<file path="src/rtl/btn_debounce_bank_pkg.sv">
// Shared types and defaults for the button debounce bank.
// Holds the FSM state encoding, default parameters and the counter-width check.
package btn_pkg;

    typedef enum logic [1:0] {
        S_LOW   = 2'd0,
        S_CHK_H = 2'd1,
        S_HIGH  = 2'd2,
        S_CHK_L = 2'd3
    } btn_state_t;

    localparam int unsigned N_CH_DEF          = 32'd5;
    localparam int unsigned DEB_CYCLES_DEF    = 32'd1000000;
    localparam int unsigned HOLD_CYCLES_DEF   = 32'd50000000;
    localparam int unsigned REPEAT_CYCLES_DEF = 32'd10000000;
    localparam int unsigned CNT_W_DEF         = 32'd26;

    function automatic int unsigned max3(input int unsigned a,
                                         input int unsigned b,
                                         input int unsigned c);
        int unsigned m;
        m = (a > b) ? a : b;
        return (m > c) ? m : c;
    endfunction

    // True when max_val fits in cnt_w unsigned bits, i.e. 2^cnt_w > max_val.
    function automatic bit cnt_fits(input int unsigned cnt_w,
                                    input int unsigned max_val);
        return ($clog2(max_val + 32'd1) <= cnt_w);
    endfunction

endpackage

</file>
<file path="src/rtl/btn_debounce_bank_if.sv">
// Pad-side and MMIO-side signal bundle of the button debounce bank.
// master drives the raw pads and clears; slave is the debounce bank.
interface btn_debounce_bank_if #(
    parameter int unsigned N_CH = btn_pkg::N_CH_DEF
) ();

    logic [N_CH-1:0] key_in;
    logic [N_CH-1:0] evt_clr;
    logic [N_CH-1:0] key_level;
    logic [N_CH-1:0] press_pulse;
    logic [N_CH-1:0] release_pulse;
    logic [N_CH-1:0] long_press;
    logic [N_CH-1:0] evt_pending;
    logic            evt_any;

    modport master (
        output key_in, evt_clr,
        input  key_level, press_pulse, release_pulse, long_press, evt_pending, evt_any
    );

    modport slave (
        input  key_in, evt_clr,
        output key_level, press_pulse, release_pulse, long_press, evt_pending, evt_any
    );

endinterface

</file>
<file path="src/rtl/btn_debounce_ch.sv">
// One button channel: 2-flop synchroniser, debounce FSM, hold/long-press timing, sticky event.
// Auto-repeat of press_pulse while long-pressed is built only with BTN_AUTO_REPEAT_EN defined.
module btn_debounce_ch
    import btn_pkg::*;
#(
    parameter int unsigned DEB_CYCLES    = DEB_CYCLES_DEF,
    parameter int unsigned HOLD_CYCLES   = HOLD_CYCLES_DEF,
    parameter int unsigned REPEAT_CYCLES = REPEAT_CYCLES_DEF,
    parameter int unsigned CNT_W         = CNT_W_DEF
) (
    input  logic i_clk,
    input  logic i_rstn,
    input  logic i_key,
    input  logic i_evt_clr,
    output logic o_key_level,
    output logic o_press_pulse,
    output logic o_release_pulse,
    output logic o_long_press,
    output logic o_evt_pending
);

    localparam logic [CNT_W-1:0] CNT_ZERO = {CNT_W{1'b0}};
    localparam logic [CNT_W-1:0] CNT_ONE  = CNT_W'(32'd1);
    localparam logic [CNT_W-1:0] DEB_LAST = CNT_W'(DEB_CYCLES - 32'd1);
    localparam logic [CNT_W-1:0] HOLD_MAX = CNT_W'(HOLD_CYCLES);

    if (DEB_CYCLES < 32'd2) begin : g_bad_deb
        $error("btn_debounce_ch: DEB_CYCLES must be at least 2");
    end
    if (HOLD_CYCLES <= DEB_CYCLES) begin : g_bad_hold
        $error("btn_debounce_ch: HOLD_CYCLES must exceed DEB_CYCLES");
    end
    if (!cnt_fits(CNT_W, max3(DEB_CYCLES, HOLD_CYCLES, REPEAT_CYCLES))) begin : g_bad_w
        $error("btn_debounce_ch: CNT_W too narrow for the configured cycle counts");
    end

    logic [1:0]       r_sync;
    btn_state_t       r_state;
    logic [CNT_W-1:0] r_cnt;
    logic [CNT_W-1:0] r_hold;
    logic             r_key_level;
    logic             r_press;
    logic             r_release;
    logic             r_long;
    logic             r_evt;

    logic             w_s;
    logic [CNT_W-1:0] w_hold_inc;
    logic             w_hold_hit;
    logic             w_rel_done;
    logic             w_held;

`ifdef BTN_AUTO_REPEAT_EN
    localparam logic [CNT_W-1:0] REP_MAX = CNT_W'(REPEAT_CYCLES);
    logic [CNT_W-1:0] r_rep;
    logic [CNT_W-1:0] w_rep_inc;
    logic             w_rep_fire;
`endif

    // Two-flop synchroniser for the asynchronous pad.
    always_ff @(posedge i_clk or negedge i_rstn) begin
        if (!i_rstn) begin
            r_sync <= 2'b00;
        end else begin
            r_sync <= {r_sync[0], i_key};
        end
    end

    // Next-value helpers; w_held covers every cycle the accepted level stays high.
    always_comb begin
        w_s        = r_sync[1];
        w_hold_inc = (r_hold == HOLD_MAX) ? r_hold : (r_hold + CNT_ONE);
        w_hold_hit = (w_hold_inc == HOLD_MAX);
        w_rel_done = (r_state == S_CHK_L) && !w_s && (r_cnt == DEB_LAST);
        w_held     = (r_state == S_HIGH) || ((r_state == S_CHK_L) && !w_rel_done);
`ifdef BTN_AUTO_REPEAT_EN
        w_rep_inc  = r_rep + CNT_ONE;
        w_rep_fire = r_long && (w_rep_inc == REP_MAX);
`endif
    end

    // Debounce FSM with registered pulses, hold timing and sticky event flag.
    always_ff @(posedge i_clk or negedge i_rstn) begin
        if (!i_rstn) begin
            r_state     <= S_LOW;
            r_cnt       <= CNT_ZERO;
            r_hold      <= CNT_ZERO;
            r_key_level <= 1'b0;
            r_press     <= 1'b0;
            r_release   <= 1'b0;
            r_long      <= 1'b0;
            r_evt       <= 1'b0;
`ifdef BTN_AUTO_REPEAT_EN
            r_rep       <= CNT_ZERO;
`endif
        end else begin
            r_press   <= 1'b0;
            r_release <= 1'b0;
            // A press later in this block overrides the clear, so set wins.
            if (i_evt_clr) begin
                r_evt <= 1'b0;
            end

            case (r_state)
                S_LOW: begin
                    if (w_s) begin
                        r_state <= S_CHK_H;
                        r_cnt   <= CNT_ONE;
                    end else begin
                        r_cnt   <= CNT_ZERO;
                    end
                end
                S_CHK_H: begin
                    if (!w_s) begin
                        r_state <= S_LOW;
                        r_cnt   <= CNT_ZERO;
                    end else if (r_cnt == DEB_LAST) begin
                        r_state     <= S_HIGH;
                        r_cnt       <= CNT_ZERO;
                        r_key_level <= 1'b1;
                        r_press     <= 1'b1;
                        r_evt       <= 1'b1;
                        r_hold      <= CNT_ZERO;
                    end else begin
                        r_cnt <= r_cnt + CNT_ONE;
                    end
                end
                S_HIGH: begin
                    if (!w_s) begin
                        r_state <= S_CHK_L;
                        r_cnt   <= CNT_ONE;
                    end else begin
                        r_cnt   <= CNT_ZERO;
                    end
                end
                S_CHK_L: begin
                    if (w_s) begin
                        r_state <= S_HIGH;
                        r_cnt   <= CNT_ZERO;
                    end else if (r_cnt == DEB_LAST) begin
                        r_state     <= S_LOW;
                        r_cnt       <= CNT_ZERO;
                        r_key_level <= 1'b0;
                        r_long      <= 1'b0;
                        r_release   <= 1'b1;
                    end else begin
                        r_cnt <= r_cnt + CNT_ONE;
                    end
                end
                default: begin
                    r_state <= S_LOW;
                    r_cnt   <= CNT_ZERO;
                end
            endcase

            // Hold timing runs through release bounces so they do not restart long-press.
            if (w_held) begin
                r_hold <= w_hold_inc;
                if (w_hold_hit) begin
                    r_long <= 1'b1;
                end
            end

`ifdef BTN_AUTO_REPEAT_EN
            if (w_held && r_long) begin
                if (w_rep_fire) begin
                    r_rep   <= CNT_ZERO;
                    r_press <= 1'b1;
                    r_evt   <= 1'b1;
                end else begin
                    r_rep   <= w_rep_inc;
                end
            end else begin
                r_rep <= CNT_ZERO;
            end
`endif
        end
    end

    assign o_key_level     = r_key_level;
    assign o_press_pulse   = r_press;
    assign o_release_pulse = r_release;
    assign o_long_press    = r_long;
    assign o_evt_pending   = r_evt;

endmodule

</file>
<file path="src/rtl/btn_debounce_bank.sv">
// N-channel button conditioner: one btn_debounce_ch per pad plus a registered evt_any.
// Defining BTN_AUTO_REPEAT_EN enables auto-repeat press pulses while long-pressed.
module btn_debounce_bank
    import btn_pkg::*;
#(
    parameter int unsigned N_CH          = N_CH_DEF,
    parameter int unsigned DEB_CYCLES    = DEB_CYCLES_DEF,
    parameter int unsigned HOLD_CYCLES   = HOLD_CYCLES_DEF,
    parameter int unsigned REPEAT_CYCLES = REPEAT_CYCLES_DEF,
    parameter int unsigned CNT_W         = CNT_W_DEF
) (
    input  logic                clk,
    input  logic                rstn,
    btn_debounce_bank_if.slave  bus
);

    logic [N_CH-1:0] w_key_level;
    logic [N_CH-1:0] w_press_pulse;
    logic [N_CH-1:0] w_release_pulse;
    logic [N_CH-1:0] w_long_press;
    logic [N_CH-1:0] w_evt_pending;
    logic            r_evt_any;

    for (genvar g = 0; g < N_CH; g++) begin : g_ch
        btn_debounce_ch #(
            .DEB_CYCLES    (DEB_CYCLES),
            .HOLD_CYCLES   (HOLD_CYCLES),
            .REPEAT_CYCLES (REPEAT_CYCLES),
            .CNT_W         (CNT_W)
        ) u_ch (
            .i_clk           (clk),
            .i_rstn          (rstn),
            .i_key           (bus.key_in[g]),
            .i_evt_clr       (bus.evt_clr[g]),
            .o_key_level     (w_key_level[g]),
            .o_press_pulse   (w_press_pulse[g]),
            .o_release_pulse (w_release_pulse[g]),
            .o_long_press    (w_long_press[g]),
            .o_evt_pending   (w_evt_pending[g])
        );
    end

    // Summary interrupt-style flag, one cycle behind the per-channel flags.
    always_ff @(posedge clk or negedge rstn) begin
        if (!rstn) begin
            r_evt_any <= 1'b0;
        end else begin
            r_evt_any <= |w_evt_pending;
        end
    end

    assign bus.key_level     = w_key_level;
    assign bus.press_pulse   = w_press_pulse;
    assign bus.release_pulse = w_release_pulse;
    assign bus.long_press    = w_long_press;
    assign bus.evt_pending   = w_evt_pending;
    assign bus.evt_any       = r_evt_any;

endmodule

</file>
<file path="src/flat_wrapper.sv">
// flat-port wrapper written by rule: the top's interface ports become plain ports
module btn_debounce_bank_flat import btn_pkg::*;
#(
    parameter int unsigned N_CH          = N_CH_DEF,
    parameter int unsigned DEB_CYCLES    = DEB_CYCLES_DEF,
    parameter int unsigned HOLD_CYCLES   = HOLD_CYCLES_DEF,
    parameter int unsigned REPEAT_CYCLES = REPEAT_CYCLES_DEF,
    parameter int unsigned CNT_W         = CNT_W_DEF
)
  (clk, rstn, bus_key_in, bus_evt_clr, bus_key_level, bus_press_pulse, bus_release_pulse, bus_long_press, bus_evt_pending, bus_evt_any);
  btn_debounce_bank_if #(.N_CH(N_CH)) bus_i ();
  input  logic clk;
  input  logic rstn;
  input wire logic [$bits(bus_i.key_in)-1:0] bus_key_in;
  input wire logic [$bits(bus_i.evt_clr)-1:0] bus_evt_clr;
  output wire logic [$bits(bus_i.key_level)-1:0] bus_key_level;
  output wire logic [$bits(bus_i.press_pulse)-1:0] bus_press_pulse;
  output wire logic [$bits(bus_i.release_pulse)-1:0] bus_release_pulse;
  output wire logic [$bits(bus_i.long_press)-1:0] bus_long_press;
  output wire logic [$bits(bus_i.evt_pending)-1:0] bus_evt_pending;
  output wire logic [$bits(bus_i.evt_any)-1:0] bus_evt_any;
  assign bus_i.key_in = bus_key_in;
  assign bus_i.evt_clr = bus_evt_clr;
  assign bus_key_level = bus_i.key_level;
  assign bus_press_pulse = bus_i.press_pulse;
  assign bus_release_pulse = bus_i.release_pulse;
  assign bus_long_press = bus_i.long_press;
  assign bus_evt_pending = bus_i.evt_pending;
  assign bus_evt_any = bus_i.evt_any;
  btn_debounce_bank #(.N_CH(N_CH), .DEB_CYCLES(DEB_CYCLES), .HOLD_CYCLES(HOLD_CYCLES), .REPEAT_CYCLES(REPEAT_CYCLES), .CNT_W(CNT_W)) u_core (.clk(clk), .rstn(rstn), .bus(bus_i));
endmodule
</file>
<file path="config.mk">
export PLATFORM = sky130hd
export DESIGN_NAME = btn_debounce_bank_flat
export DESIGN_NICKNAME = d
export VERILOG_FILES = /design/src/rtl/btn_debounce_bank_pkg.sv /design/src/rtl/btn_debounce_bank_if.sv /design/src/rtl/btn_debounce_ch.sv /design/src/rtl/btn_debounce_bank.sv /design/src/flat_wrapper.sv
export SDC_FILE = /design/constraint.sdc
export NUM_CORES = 1
export LEC_CHECK = 0
export BUFFER_PORTS_ARGS = -buffer_cell sky130_fd_sc_hd__clkbuf_2
export CAP_MARGIN = 20
export CELL_PAD_IN_SITES_DETAIL_PLACEMENT = 1
export CELL_PAD_IN_SITES_GLOBAL_PLACEMENT = 1
export CORE_ASPECT_RATIO = 0.7
export CORE_MARGIN = 5
export CORE_UTILIZATION = 31
export DETAILED_ROUTE_END_ITERATION = 10
export PLACE_DENSITY = 0.56
export SLEW_MARGIN = 20
export SYNTH_ARGS = -nofsm -noshare
export SYNTH_HDL_FRONTEND = slang
export SYNTH_SLANG_ARGS = --single-unit
</file>
<file path="constraint.sdc">
create_clock -name clk -period 2.9 [get_ports clk]
set_clock_uncertainty 0.2 [all_clocks]
set_input_delay 0.435 -clock clk [delete_from_list [all_inputs] [get_ports clk]]
set_output_delay 0.435 -clock clk [all_outputs]
set_load 0.005 [all_outputs]
</file>
# Word level (Yosys, flattened, before mapping)

Index checks and enable logic that the tools add are counted.
Widths: inputs -> output; s select.

Reductions and logical operators: 71
Add/sub/neg operators: 10
Eq/ne operators: 70
Multiplexer cells: 185

Operator list:

| operator              | number |
|---|---|
| $mux 26               | 40 |
| $pmux 26 s4           | 5 |
| $add 26x1->26 const B | 10 |
| $eq 26x26->1 const B  | 10 |
| $eq 26x20->1 const B  | 5 |
| $mux 1                | 100 |
| $mux 2                | 30 |
| $ne 2x2->1 const B    | 30 |
| $pmux 2 s4            | 5 |
| $reduce_bool 2->1     | 20 |
| $ne 3x3->1 const B    | 10 |
| $reduce_and 5->1      | 5 |
| $eq 2x2->1 const B    | 10 |
| $reduce_and 4->1      | 5 |
| $logic_and 1x1->1     | 15 |
| $reduce_and 3->1      | 5 |
| $eq 2x1->1 const B    | 5 |
| $logic_not 1->1       | 10 |
| $logic_not 2->1       | 5 |
| $pmux 1 s2            | 5 |
| $logic_or 1x1->1      | 5 |
| $reduce_or 5->1       | 1 |

Input port bits: 12
Output and inout port bits: 26
Register bits: 306

# Longest topological paths before layout

Depth after elaboration: 8
Gate-level depth with buffers: 9
Gate-level depth less buffers: 8

# By module

From an unflattened synthesis, not the netlist that was laid out.

Cells, all modules: 2009
Area total of the unflattened synthesis: 17994.8 um^2

By module, submodules not included:

| module                                     | cells an instance | instances | area each (um^2) |
|---|---|---|---|
| btn_debounce_ch at u_core.g_ch[0].u_ch ... | 408               | 4         | 3641.0 |
| btn_debounce_ch at u_core.g_ch[4].u_ch     | 373               | 1         | 3393.3 |
| btn_debounce_bank                          | 4                 | 1         | 37.5 |

# Worst setup path before layout

OpenSTA, ideal clock, no wires.

Kind: register -> register
From: register u_core.g_ch[0].u_ch.r_hold[1]
To: register u_core.g_ch[0].u_ch.r_long
Setup time: 0.095 ns
Cell stages (with the launch flop): 9
Arrival: 2.370 ns
Buffers on the path: 1
Data required time: 2.605 ns
Slack: 0.234 ns
Cell sequence: dfrtp_1 -> ha_1 -> nand3_1 -> or4_1 -> buf_2 -> or4_1 -> o211ai_1 -> nand4_1 -> o31ai_1

Longest elaborated chain between the ends: 5

RTL lines:

| what                                                 | line                   | source |
|---|---|---|
| from (decl)                                          | btn_debounce_ch.sv:40  | `logic [CNT_W-1:0] r_hold;` |
| from (signal assigned)                               | btn_debounce_ch.sv:158 | `r_hold <= w_hold_inc;` |
| $add 26x1->26 / $eq 26x26->1 (equally long branches) | btn_debounce_ch.sv:72  | `w_hold_inc = (r_hold == HOLD_MAX) ? r_hold : (r_hold + CNT_ONE);` |
| $mux 26 (*)                                          | btn_debounce_ch.sv:72  |  |
| $eq 26x26->1 (*)                                     | btn_debounce_ch.sv:73  | `w_hold_hit = (w_hold_inc == HOLD_MAX);` |
| $mux 1 (*)                                           | btn_debounce_ch.sv:159 | `if (w_hold_hit) begin` |
| $mux 1 (*)                                           | btn_debounce_ch.sv:157 | `if (w_held) begin` |
| to (signal assigned)                                 | btn_debounce_ch.sv:91  | `r_long <= 1'b0;` |
| to (signal assigned)                                 | btn_debounce_ch.sv:144 | `r_long <= 1'b0;` |
| to (signal assigned)                                 | btn_debounce_ch.sv:160 | `r_long <= 1'b1;` |
| to (decl)                                            | btn_debounce_ch.sv:44  | `logic r_long;` |

Mark *: on every way between the ends. The rest lies on a longest branch, timed or not.
A chain may end at the register's enable or synchronous reset.

# Final worst setup path

From: register u_core.g_ch[0].u_ch.r_cnt[7]
To: register u_core.g_ch[0].u_ch.r_hold[19]

Longest elaborated chain between the ends: 7

RTL lines:

| what                               | line                                          | source |
|---|---|---|
| from (decl)                        | btn_debounce_ch.sv:39                         | `logic [CNT_W-1:0] r_cnt;` |
| from (signal assigned)             | btn_debounce_ch.sv:125                        | `r_cnt <= r_cnt + CNT_ONE;` |
| from (signal assigned)             | btn_debounce_ch.sv:147                        | `r_cnt <= r_cnt + CNT_ONE;` |
| $eq 26x20->1 (*)                   | btn_debounce_ch.sv:74, btn_debounce_ch.sv:117 |  |
| $logic_and 1x1->1                  | btn_debounce_ch.sv:74                         | `w_rel_done = (r_state == S_CHK_L) && !w_s && (r_cnt == DEB_LAST);` |
| $logic_not 1->1                    | btn_debounce_ch.sv:75                         | `w_held = (r_state == S_HIGH) \|\| ((r_state == S_CHK_L) && !w_rel_done);` |
| $logic_and 1x1->1                  | btn_debounce_ch.sv:75                         |  |
| $logic_or 1x1->1                   | btn_debounce_ch.sv:75                         |  |
| $reduce_bool 2->1 (no source line) | -                                             |  |
| $reduce_and 3->1 (no source line)  | -                                             |  |

Marks and branches as above.

==> results.yml <==
timing:
  hold_viol_final: 0
  max_freq_mhz: 358
  fin_setup_tns_ps: 0
  worst-slew-pin-transition_ps: 718
  fin_ws_ps: 105
  slew_headroom_pct: 51.7
  finalHoldWorstSlack_ps: 144
  period_share_pct: 96.4
  rsz0062_at_grt: "false"
  setup_viol: 0
  final_max_slew_viol_count: 0
  fin_crit_ps: 2790
run_status:
  status: "finished clean"
worst_setup_path:
  cpLargestDelayFamily: "simple AND/OR/NAND/NOR gates"
  startpoint_type: "register"
  critPathRequiredTime_ps: 3130
  slowest_stage: "or4b_2"
  worstPathMaxFanout: 14
  crit_path_end_kind: "register"
  critPathBufInv: 1
  slowest_delay_ps: 670
  path_cells: "or4b_2 > nor4_4 > nand4_2 > mux2i_2 > buf_4 > o21ai_0 > o41ai_1"
  cp_data_arrival_time_ps: 3020
  critPathKind: "reg -> reg"
global_routing:
  antenna_found_initial: 0
  track_usage_pct: 16.4
  grt_max_degree: 72
  overflow: 0
  grt-busiest-layer: "met1"
  grt_pass1_vias: 15400
  grt_util_met2_pct: 23.5
  grt_pass1_wl_um: 84800
  gr-usage-met1_pct: 25.7
  use_met3_pct: 2.66
route:
  postRouteAntennaNets: 0
  wl_per_cell_um: 18.0
  vias: 15100
  drc: 0
  wl_um: 50800
  viasPerCell: 5.38
  first_iter_violations: 730
  dr.pass1.iters: 5
yosys:
  yosys_warnings: 0
  synth_xor_area_share_pct: 7.68
  syn-num-nets: 2021
  synth-seq-cells: 306
  synth_compound_area_share_pct: 14.2
  synth_simple_gate_area_share_pct: 27.3
  synth_top_family_by_area: "simple AND/OR/NAND/NOR gates"
  synth_mux_area_share_pct: 1.13
  yosysSeqAreaShare_pct: 43.3
  synth-adder-area-share_pct: 1.06
  syn_inst: 1994
  ys_types: 88
  synth_top_flop_cell: "dfrtp_1"
  synthArstFlopShare_pct: 100
  synth-edff-count: 0
  syn_area_per_cell_um2: 8.87
  synth_area_um2: 17700
cells_and_area:
  num_antenna_cells: 0
  final_nets: 2071
  layout_common_cells: "306 x dfrtp_1, 242 x nor2_1, 164 x o21ai_0"
  final_common_cell: "dfrtp_1"
  area_growth_pct: 15.1
  final_area_um2: 20400
  drive_above_1_share_pct: 11.4
  fillers: 6600
worst_hold_path:
  min_path_type: "reg -> reg"
placement:
  postPlaceCellArea_um2: 19000
  port_buffers: 37
  place_congestion: 0.803
  place_ws_ps: 151
  dp_hpwl_um: 35600
clock_network:
  htree_num_levels: 2
  clk_latency_ps: 560
  clk_pin_slew_worst_paths_ps: 60
  cts_tree: "done"
  cts_num_sinks: 306
  clockBufferDepth: 3
  cts_root_buffer: "clkbuf_16"
  cts_made_buffers: 38
die:
  fp.dieW_um: 295
  die_h_um: 210
  fp.coreArea_um2: 56600
  ioPinCount: 38
  dieArea_um2: 62000
  rows: 73
  start_util_pct: 31.2
run:
  drv_cap: 0
power:
  ir_worst_vdd_uv: 327
  p_leak_uw: 0.00839
  power.total_uw: 9220
  power_density_nw_per_um2: 453
per-layer routing:
metal	wire length [µm]	share of wire, %
met1	27500	54
met2	21000	41
met3	1490	2.9
met4	835	1.6
met5	0	0
through the flow:
stage | std cells | util [%]
after floorplan | 1994 | -
after global placement | 2742 | 33.6
after detailed placement | 2742 | 33.6
after CTS | 2816 | 35.9
after global routing | 2817 | 35.9
final | 2817 | 35.9
cells by family after synthesis:
family,after synthesis
simple gates,902
fa+ha+maj,15
compound gates,401
xor+xnor,155
buf+inv,196
flops,306
mux,19
cell usage after synthesis, types with 4 or more instances:
library cell	instances	area, µm²
nand3_1	111	556
or4_1	17	128
nor4_1	35	219
nor4bb_1	4	40.0
and4_1	32	280
o22ai_1	7	43.8
xor2_1	98	858
nand4_1	101	632
mux2i_1	12	120
mux2_2	7	78.8
xnor2_1	57	499
ha_1	15	188
o41ai_1	14	123
nor2b_1	16	100
or4bb_1	4	45.0
nand2b_1	14	87.6
nand3b_1	7	52.6
o21ai_0	164	821
a21o_1	9	67.6
o21bai_1	4	30.0
nand2_1	129	484
nor2_1	242	908
a22o_1	10	87.6
buf_2	20	100
or3_1	18	113
and2_1	33	206
clkbuf_8	4	55.1
nor3b_1	5	37.5
o21a_1	9	67.6
buf_4	27	203
a31oi_1	14	87.6
o31ai_1	60	450
clkbuf_1	89	334
nor4b_1	14	123
inv_1	50	188
nor3_1	44	220
nand4b_1	5	43.8
a22oi_1	4	30.0
a211o_1	4	35.0
dfrtp_1	306	7660
o211ai_1	9	67.6
and3_1	40	250
a21oi_1	59	295
report_power, final:
group	switching [µW]	internal, µW	total (µW)
Clock	1900	2810	4710
Combinational	141	51.4	193
Sequential	22.4	4290	4310
Total	2060	7150	9220
flip-flops by register name, summed over array words and instances (netlist names), named ones only:
name	count
u_core.g_ch.u_ch.o_long_press	5
u_core.bus.evt_any	1
u_core.g_ch.u_ch.o_release_pulse	5
u_core.g_ch.u_ch.r_sync	10
u_core.g_ch.u_ch.o_key_level	5
u_core.g_ch.u_ch.r_hold	130
u_core.g_ch.u_ch.o_evt_pending	5
u_core.g_ch.u_ch.o_press_pulse	5
u_core.g_ch.u_ch.r_state	5
u_core.g_ch.u_ch.r_cnt	130
path summary, 6_finish.rpt:
kind / to / start / slack (ps) / cells past startpoint
max reg2reg: u_core.g_ch[0].u_ch.r_hold[19] / u_core.g_ch[0].u_ch.r_cnt[7] / 110 / 7
max: u_core.g_ch[0].u_ch.r_hold[19] / u_core.g_ch[0].u_ch.r_cnt[7] / 110 / 7
max in group asynchronous: async pin / rstn / 1500 / 3
min in group asynchronous: u_core.g_ch[3].u_ch.r_cnt[22] / rstn / 210 / 2
min: u_core.g_ch[2].u_ch.r_sync[1] / u_core.g_ch[2].u_ch.r_sync[0] / 140 / 0
min reg2reg: u_core.g_ch[2].u_ch.r_sync[1] / u_core.g_ch[2].u_ch.r_sync[0] / 140 / 0
final cells by class:
cell class | count | area, µm² | share of cell area [%]
Clock buffer | 57 | 1110 | 5.47
Multi-Input combinational cell | 1492 | 9120 | 44.8
Sequential cell | 306 | 7660 | 37.6
Tap cell | 750 | 938 | 4.61
Timing Repair Buffer | 156 | 1260 | 6.18
Inverter | 50 | 188 | 0.922
Clock inverter | 6 | 83.8 | 0.412
timing repair:
action,CTS,global route
buffers inserted,0,1
hold endpoints to repair,55,0
endpoints found under the setup margin,0,4
resized for setup,0,2
hold buffers,11,0
Power figures use the tool's default switching activity.
